**src/rtl/ex_cnt_pkg.sv**
```systemverilog
// ex_cnt_pkg: types and default constants shared by the
// free-running counter and its sequence checker.
package ex_cnt_pkg;

  localparam int DEF_CNT_W   = 10;
  localparam int DEF_CNT_MAX = 1023;

  typedef enum logic [1:0] {
    HUNT   = 2'd0,
    CHECK  = 2'd1,
    LOCKED = 2'd2
  } chk_state_e;

endpackage

```
**src/rtl/ex_cnt_chk_sat.sv**
```systemverilog
// ex_cnt_chk_sat: saturating up-counter with sync clear.
// A clear coinciding with an increment leaves the count at one.
module ex_cnt_chk_sat
  import ex_cnt_pkg::*;
#(
  parameter int W = 16
) (
  input  logic         clk_i,
  input  logic         rst_i,
  input  logic         clr_i,
  input  logic         inc_i,
  output logic [W-1:0] cnt_o
);

  logic [W-1:0] cnt_q, cnt_d;

  always_comb begin
    cnt_d = cnt_q;
    if (clr_i)
      cnt_d = W'(inc_i);
    else if (inc_i && (cnt_q != '1))
      cnt_d = cnt_q + 1'b1;
  end

  always_ff @(posedge clk_i or posedge rst_i) begin
    if (rst_i) cnt_q <= '0;
    else       cnt_q <= cnt_d;
  end

  assign cnt_o = cnt_q;

endmodule

```
**config.mk**
```make
export PLATFORM = sky130hd
export DESIGN_NAME = ex_cnt_chk_sat
export DESIGN_NICKNAME = d
export VERILOG_FILES = /design/src/rtl/ex_cnt_pkg.sv /design/src/rtl/ex_cnt_chk_sat.sv
export SDC_FILE = /design/constraint.sdc
export NUM_CORES = 1
export LEC_CHECK = 0
export ABC_AREA = 0
export BUFFER_PORTS_ARGS = -buffer_cell sky130_fd_sc_hd__buf_4
export CAP_MARGIN = 20
export CORE_MARGIN = 1
export CORE_UTILIZATION = 43
export CTS_CLUSTER_SIZE = 12
export DETAILED_ROUTE_END_ITERATION = 12
export PLACE_DENSITY = 0.62
export SYNTH_ARGS = -nofsm -noshare
export SYNTH_HDL_FRONTEND = slang
export SYNTH_SLANG_ARGS = --single-unit
```
**constraint.sdc**
```tcl
create_clock -name clk_i -period 4.3 [get_ports clk_i]
set_input_delay 0.215 -clock clk_i [delete_from_list [all_inputs] [get_ports clk_i]]
set_output_delay 0.215 -clock clk_i [all_outputs]
set_load 0.05 [all_outputs]
```
==> flow_metrics.env, run 1 <==
export IMPL_status="complete, but fails checks"
export IMPL_violations="negative hold slack"
export IMPL_yosys_area_top_type="dfrtp_1"
export IMPL_drive_gt1_frac=0.2414
export IMPL_htreeDepth=1
export IMPL_final_setup_tns_ns=0
export IMPL_dp_slack_ns=2.475
export IMPL_finalCriticalPeriod_ns=1.822
export IMPL_clk_latency_ns=0.29
export IMPL_r2r_start="cnt_o[0]"
export IMPL_worst_path_buf_inv=0
export IMPL_crit_fanout=9
export IMPL_yosys_warnings=0
export IMPL_post_cts_buffers=0
export IMPL_postLayoutCoreUtil=0.5631
export IMPL_r2r_slack_ns=2.48
export IMPL_hold_slack_ns=-0.004763
export IMPL_final_cells=143
export IMPL_setup_viol=0
export IMPL_rows=16
export IMPL_critPathLaunch="cnt_o[0]"
export IMPL_antenna_found_initial=0
export IMPL_cts_root_buf="clkbuf_4"
export IMPL_holdCritPathClass="in2async"
export IMPL_viasPerCell=6.105
export IMPL_gp_congestion=0.7746
export IMPL_r2r_end="cnt_o[1]"
export IMPL_numClockSinks=16
export IMPL_critPathTopFamily="compound AO/OA/AOI/OAI gates"
export IMPL_cts_tree="done"
export IMPL_yosys_register_bits=16
export IMPL_hpwl_um=1568
export IMPL_drc=0
export IMPL_postLayoutCellArea_um2=1116
export IMPL_diodes=0
export IMPL_portBuffers=19
export IMPL_netlist_instances=96
export IMPL_cp_end_kind="register"
export IMPL_powerDensity_nw_per_um2=242.7
export IMPL_yosys_cell_types_count=31
export IMPL_layout_common_cells="buf_4 (19), dfrtp_1 (16), a21oi_1 (11)"
export IMPL_rsz0062_at_grt="no"
export IMPL_grt_total_usage=0.2038
export IMPL_place_area_um2=1094
export IMPL_worst_pin_slew_ns=0.6288
export IMPL_grt_pass1_vias=766
export IMPL_layout_setup_ws_ns=2.478
export IMPL_slowest_stage="o41ai_4"
export IMPL_cts_resized=0
export IMPL_avgSynthCellArea_um2=9.632
export IMPL_drtAntennaViolNets=0
export IMPL_layout_commonest_cell="buf_4"
export IMPL_drv_slew=0
export IMPL_peakVddDrop_v=0.0002210
export IMPL_synth_nets=101
export IMPL_numCtsBuffers=3
export IMPL_grt_max_degree=18
export IMPL_clk_pin_slew_ns=0.09
export IMPL_fp_dieH_um=48.37
export IMPL_overflow=0
export IMPL_drv_cap=0
export IMPL_core_um2=1982
export IMPL_io_pins=20
export IMPL_cp_required_ns=4.48
export IMPL_synthTopCellsByArea="dfrtp_1 (43%), a21oi_1 (6.0%), o31ai_1 (4.9%)"
export IMPL_dp_cells=140
export IMPL_r2r_cells=5
export IMPL_synth_area_um2=924.6
export IMPL_crit_path_start_kind="register"
export IMPL_syn2layout_area_growth_pct=20.70
export IMPL_final_nets=123
export IMPL_cts_hold_buf=0
export IMPL_synth_top_area_share=0.4330
export IMPL_path_class="reg2reg"
export IMPL_period_share=0.4237
export IMPL_cts_buffer_depth=2
export IMPL_hold_viol_final=5
export IMPL_ys_seq_area_frac=0.4330
export IMPL_worst_slew_margin_rel=0.5803
export IMPL_die_area_um2=2340
export IMPL_largest_reg_flops=16
export IMPL_p_leak_nw=0.4677
export IMPL_vias=873
export IMPL_grt_pass1_wl_um=3615
export IMPL_initial_utilization=0.4665
export IMPL_cpPeakStageDelay_ns=0.61
export IMPL_chipWidth_um=48.37
export IMPL_drt_iter0_markers=28
export IMPL_drt_pre_antenna_iters=4
export IMPL_totalWireLength_um=2173
export IMPL_worstPathCellList="ha_1 > nand4_4 > o41ai_4 > mux2i_1 > nor2_1"
export IMPL_fmax_mhz=548.9
export IMPL_routedWlPerCell_um=15.20
export IMPL_cp_arrival_ns=2.00
export IMPL_skew_ns=0.004524
cell type report:
type                       instances  area, µm²
clock buffer                       3      22.52
fill                             179      865.8
inverter                           4      15.01
multi-input combinational         74      501.7
sequential                        16      400.4
tap                               27      33.78
timing repair buffer              19      142.6
power breakdown:
group | total [mW] | leakage (nW) | switching, mW | internal (mW)
sequential | 0.156 | 0.220 | 0.00339 | 0.153
combinational | 0.0345 | 0.233 | 0.0236 | 0.0108
clock | 0.0799 | 0.0138 | 0.0473 | 0.0326
Yosys cell counts:
cell	n
o21ai_1	3
clkbuf_1	1
and2_1	2
inv_1	4
and4_1	2
nand2b_1	1
o211ai_1	1
or3b_2	1
a21oi_1	11
nand4_1	5
or3_1	5
nand2_1	8
nor3_2	1
mux2i_1	1
xor2_1	1
ha_1	1
o41ai_2	1
o31ai_1	6
nand3b_1	1
or3_4	1
or4_1	5
buf_1	1
o41ai_4	1
dfrtp_1	16
a211oi_1	2
nor3_1	2
nand4_4	1
nor2_1	3
o21ai_0	2
and3_1	2
nand3_1	4
cell families after synthesis:
family	share of synthesized area
buffers and inverters	0.02434
AO/OA/AOI/OAI	0.2070
flip-flops	0.4330
AND/OR/NAND/NOR	0.3018
multiplexers	0.01083
adder cells (fa/ha/maj)	0.01353
XOR/XNOR	0.009474
metal layers:
layer  GRT usage  up-vias  share of wire
met1      0.2907      427           0.46
met4     0.05392        0         0.0060
met5           0        -              0
met2      0.2981       29           0.48
met3     0.06604        2          0.058
li1            -      415              -
stage by stage:
step	hold slack [ns]	total power, mW
after floorplan	0.1287	0.1829
final	-0.004763	0.2709
after global routing	0.05674	0.2828
after CTS	0.01880	0.2737
after global placement	0.3338	0.1940
after detailed placement	0.3335	0.1944
how the worst max path moves through the flow:
stage,to,slack (ns),depth (start not counted)
after CTS,cnt_o[12],2.47,5
final,cnt_o[1],2.48,5
after global placement,cnt_o[12],2.53,5
after global routing,cnt_o[3],2.35,5
after detailed placement,cnt_o[1],2.47,5
after floorplan,cnt_o[12],2.21,5
Power figures use the tool's default switching activity.
==> inputs of run 2 (changes only) <==
Settings changed: PLACE_DENSITY 0.62 to 0.65.
Clock period 4.3 ns to 1.5 ns, I/O delays scaled along.
==> run 2 against run 1 <==
Combinational power grew to 4.1 times the previous value. Worst setup slack lost 2.6 ns. Critical endpoint is now cnt_o[10]. Die area unchanged. Power rose to 3.3 times the previous value. The flow finishes with violations (negative setup slack). First-iteration DRC count increased by 29%. Highest routed layer unchanged. Final area rose by 31%. Via count rose by 18%. Clock skew rose by 0.0027 ns. Sequential power increased to 2.9 times the previous value. Utilization grew 17 points. Wire length grew 28%.
==> flow_metrics.env, run 2 (synthesis results as in run 1) <==
export IMPL_status="complete, but fails checks"
export IMPL_violations="negative setup slack"
export IMPL_rsz0062_at_grt="yes"
export IMPL_cp_end_kind="register"
export IMPL_chipWidth_um=48.37
export IMPL_gp_congestion=0.8252
export IMPL_top_usage_layer="met2"
export IMPL_numClockSinks=16
export IMPL_initial_utilization=0.4665
export IMPL_fp_dieH_um=48.37
export IMPL_totalWireLength_um=2790
export IMPL_skew_ns=0.007251
export IMPL_crit_path_start_kind="register"
export IMPL_postLayoutCoreUtil=0.7367
export IMPL_viasPerCell=5.831
export IMPL_syn2layout_area_growth_pct=57.92
export IMPL_slowest_stage="or3_4"
export IMPL_grt_pass1_wl_um=4636
export IMPL_die_area_um2=2340
export IMPL_drv_slew=0
export IMPL_final_cells=177
export IMPL_grt_pass1_vias=1047
export IMPL_drtAntennaViolNets=0
export IMPL_diodes=0
export IMPL_p_leak_nw=0.6262
export IMPL_worst_slew_margin_rel=0.5651
export IMPL_cts_buffer_depth=2
export IMPL_layout_common_cells="buf_4 (48), dfrtp_2 (16), a21oi_1 (9)"
export IMPL_path_class="reg2reg"
export IMPL_io_pins=20
export IMPL_drt_pre_antenna_iters=4
export IMPL_finalCriticalPeriod_ns=1.659
export IMPL_grt_total_usage=0.2530
export IMPL_met3_usage=0.03459
export IMPL_worst_path_most_repeated_cell="or3_4"
export IMPL_period_share=1.106
export IMPL_total_power_mw=0.8918
export IMPL_fillCellCount=160
export IMPL_drv_cap=0
export IMPL_portBuffers=19
export IMPL_rows=16
export IMPL_use_met2=0.4789
export IMPL_core_um2=1982
export IMPL_routedWlPerCell_um=15.76
export IMPL_hold_viol_final=0
export IMPL_powerDensity_nw_per_um2=610.7
export IMPL_drc=0
export IMPL_cts_root_buf="clkbuf_4"
export IMPL_vias=1032
export IMPL_setup_viol=14
export IMPL_clk_latency_ns=0.30
export IMPL_crit_fanout=5
export IMPL_layout_setup_ws_ns=-0.1587
export IMPL_peakVddDrop_v=0.0004982
export IMPL_drive_gt1_frac=0.5667
export IMPL_worst_pin_slew_ns=0.6516
export IMPL_layout_commonest_cell="buf_4"
export IMPL_met1_usage=0.2964
export IMPL_htreeDepth=1
export IMPL_final_nets=156
export IMPL_dp_cells=165
export IMPL_numCtsBuffers=3
export IMPL_fmax_mhz=602.9
export IMPL_overflow=0
export IMPL_cp_arrival_ns=1.89
export IMPL_dp_slack_ns=-0.1559
export IMPL_worstPathCellList="ha_4 > nand4_4 > or3_4 > or3_4 > a21oi_2"
export IMPL_cpPeakStageDelay_ns=0.44
export IMPL_grt_max_degree=18
export IMPL_multiInputGateArea_um2=550.5
export IMPL_clk_pin_slew_ns=0.11
export IMPL_hpwl_um=1825
export IMPL_antenna_found_initial=0
export IMPL_seqCellArea_um2=420.4
export IMPL_drt_iter0_markers=36
export IMPL_holdCritPathClass="in2reg"
export IMPL_cts_tree="done"
export IMPL_largest_reg_flops=16
export IMPL_cp_required_ns=1.73
-- run 2: cell count changes in the layout (fill, tap and decap cells not counted), sizes merged --
cell | previous run | this run
dlygate4sd3 | 0 | 1
buf | 19 | 51
clkbuf | 3 | 4
-- run 2: path summary, 6_finish.rpt --
path	startpoint	end	slack [ns]	depth (start not counted)
max	cnt_o[0]	cnt_o[10]	-0.16	5
min	clr_i	cnt_o[12]	0.06	2
max reg2reg	cnt_o[0]	cnt_o[10]	-0.16	5
min reg2reg	cnt_o[4]	cnt_o[4]	0.62	2
max in group asynchronous	rst_i	cnt_o[15]	0.63	3
min in group asynchronous	rst_i	cnt_o[9]	0.41	3
-- run 2: area by class of cell --
type	count	share of cell area
clock buffers	4	0.02485
inverters	4	0.01028
multi-input cells	74	0.3770
flip-flops and latches	16	0.2879
well taps	27	0.02314
repair buffers	52	0.2768
-- run 2: metrics by stage --
| stage | setup TNS (ns) | cell area [µm²] | hold WS [ns] |
|---|---|---|---|
| finish | -1.191 | 1460 | 0.05828 |
| CTS | -0.7438 | 1428 | 0.07373 |
| detailed placement | -1.355 | 1314 | 0.2058 |
| global route | -2.415 | 1460 | 0.08913 |
| floorplan | -3.332 | 957.2 | -0.01115 |
| global placement | -0.7899 | 1314 | 0.1922 |
-- run 2: worst max-delay path: cells and delay by family (launching register included) --
kind	cells	cell delay, ns
flops	1	0.40
compound gates	1	0.14
fa+ha+maj	1	0.15
simple gates	3	0.90
-- run 2: repair_timing --
action                     4_1_cts  5_1_grt
pin swaps                        8        4
setup endpoints to repair       16       16
resized for setup                5        7
hold buffers                     1        0
setup buffers                    7        0
hold endpoints to repair        16        0
-- run 2: layer usage --
metal  routed length, µm  vias to the layer above
li1                    -                      482
met1                1193                      513
met2                1471                       29
met3                  87                        8
met4                  38                        0
met5                   0                        -
-- run 2: report_power, final --
part           switching, mW  internal [mW]
registers            0.00769          0.440
clock network          0.153          0.148
logic                 0.0819         0.0604
total                  0.243          0.649
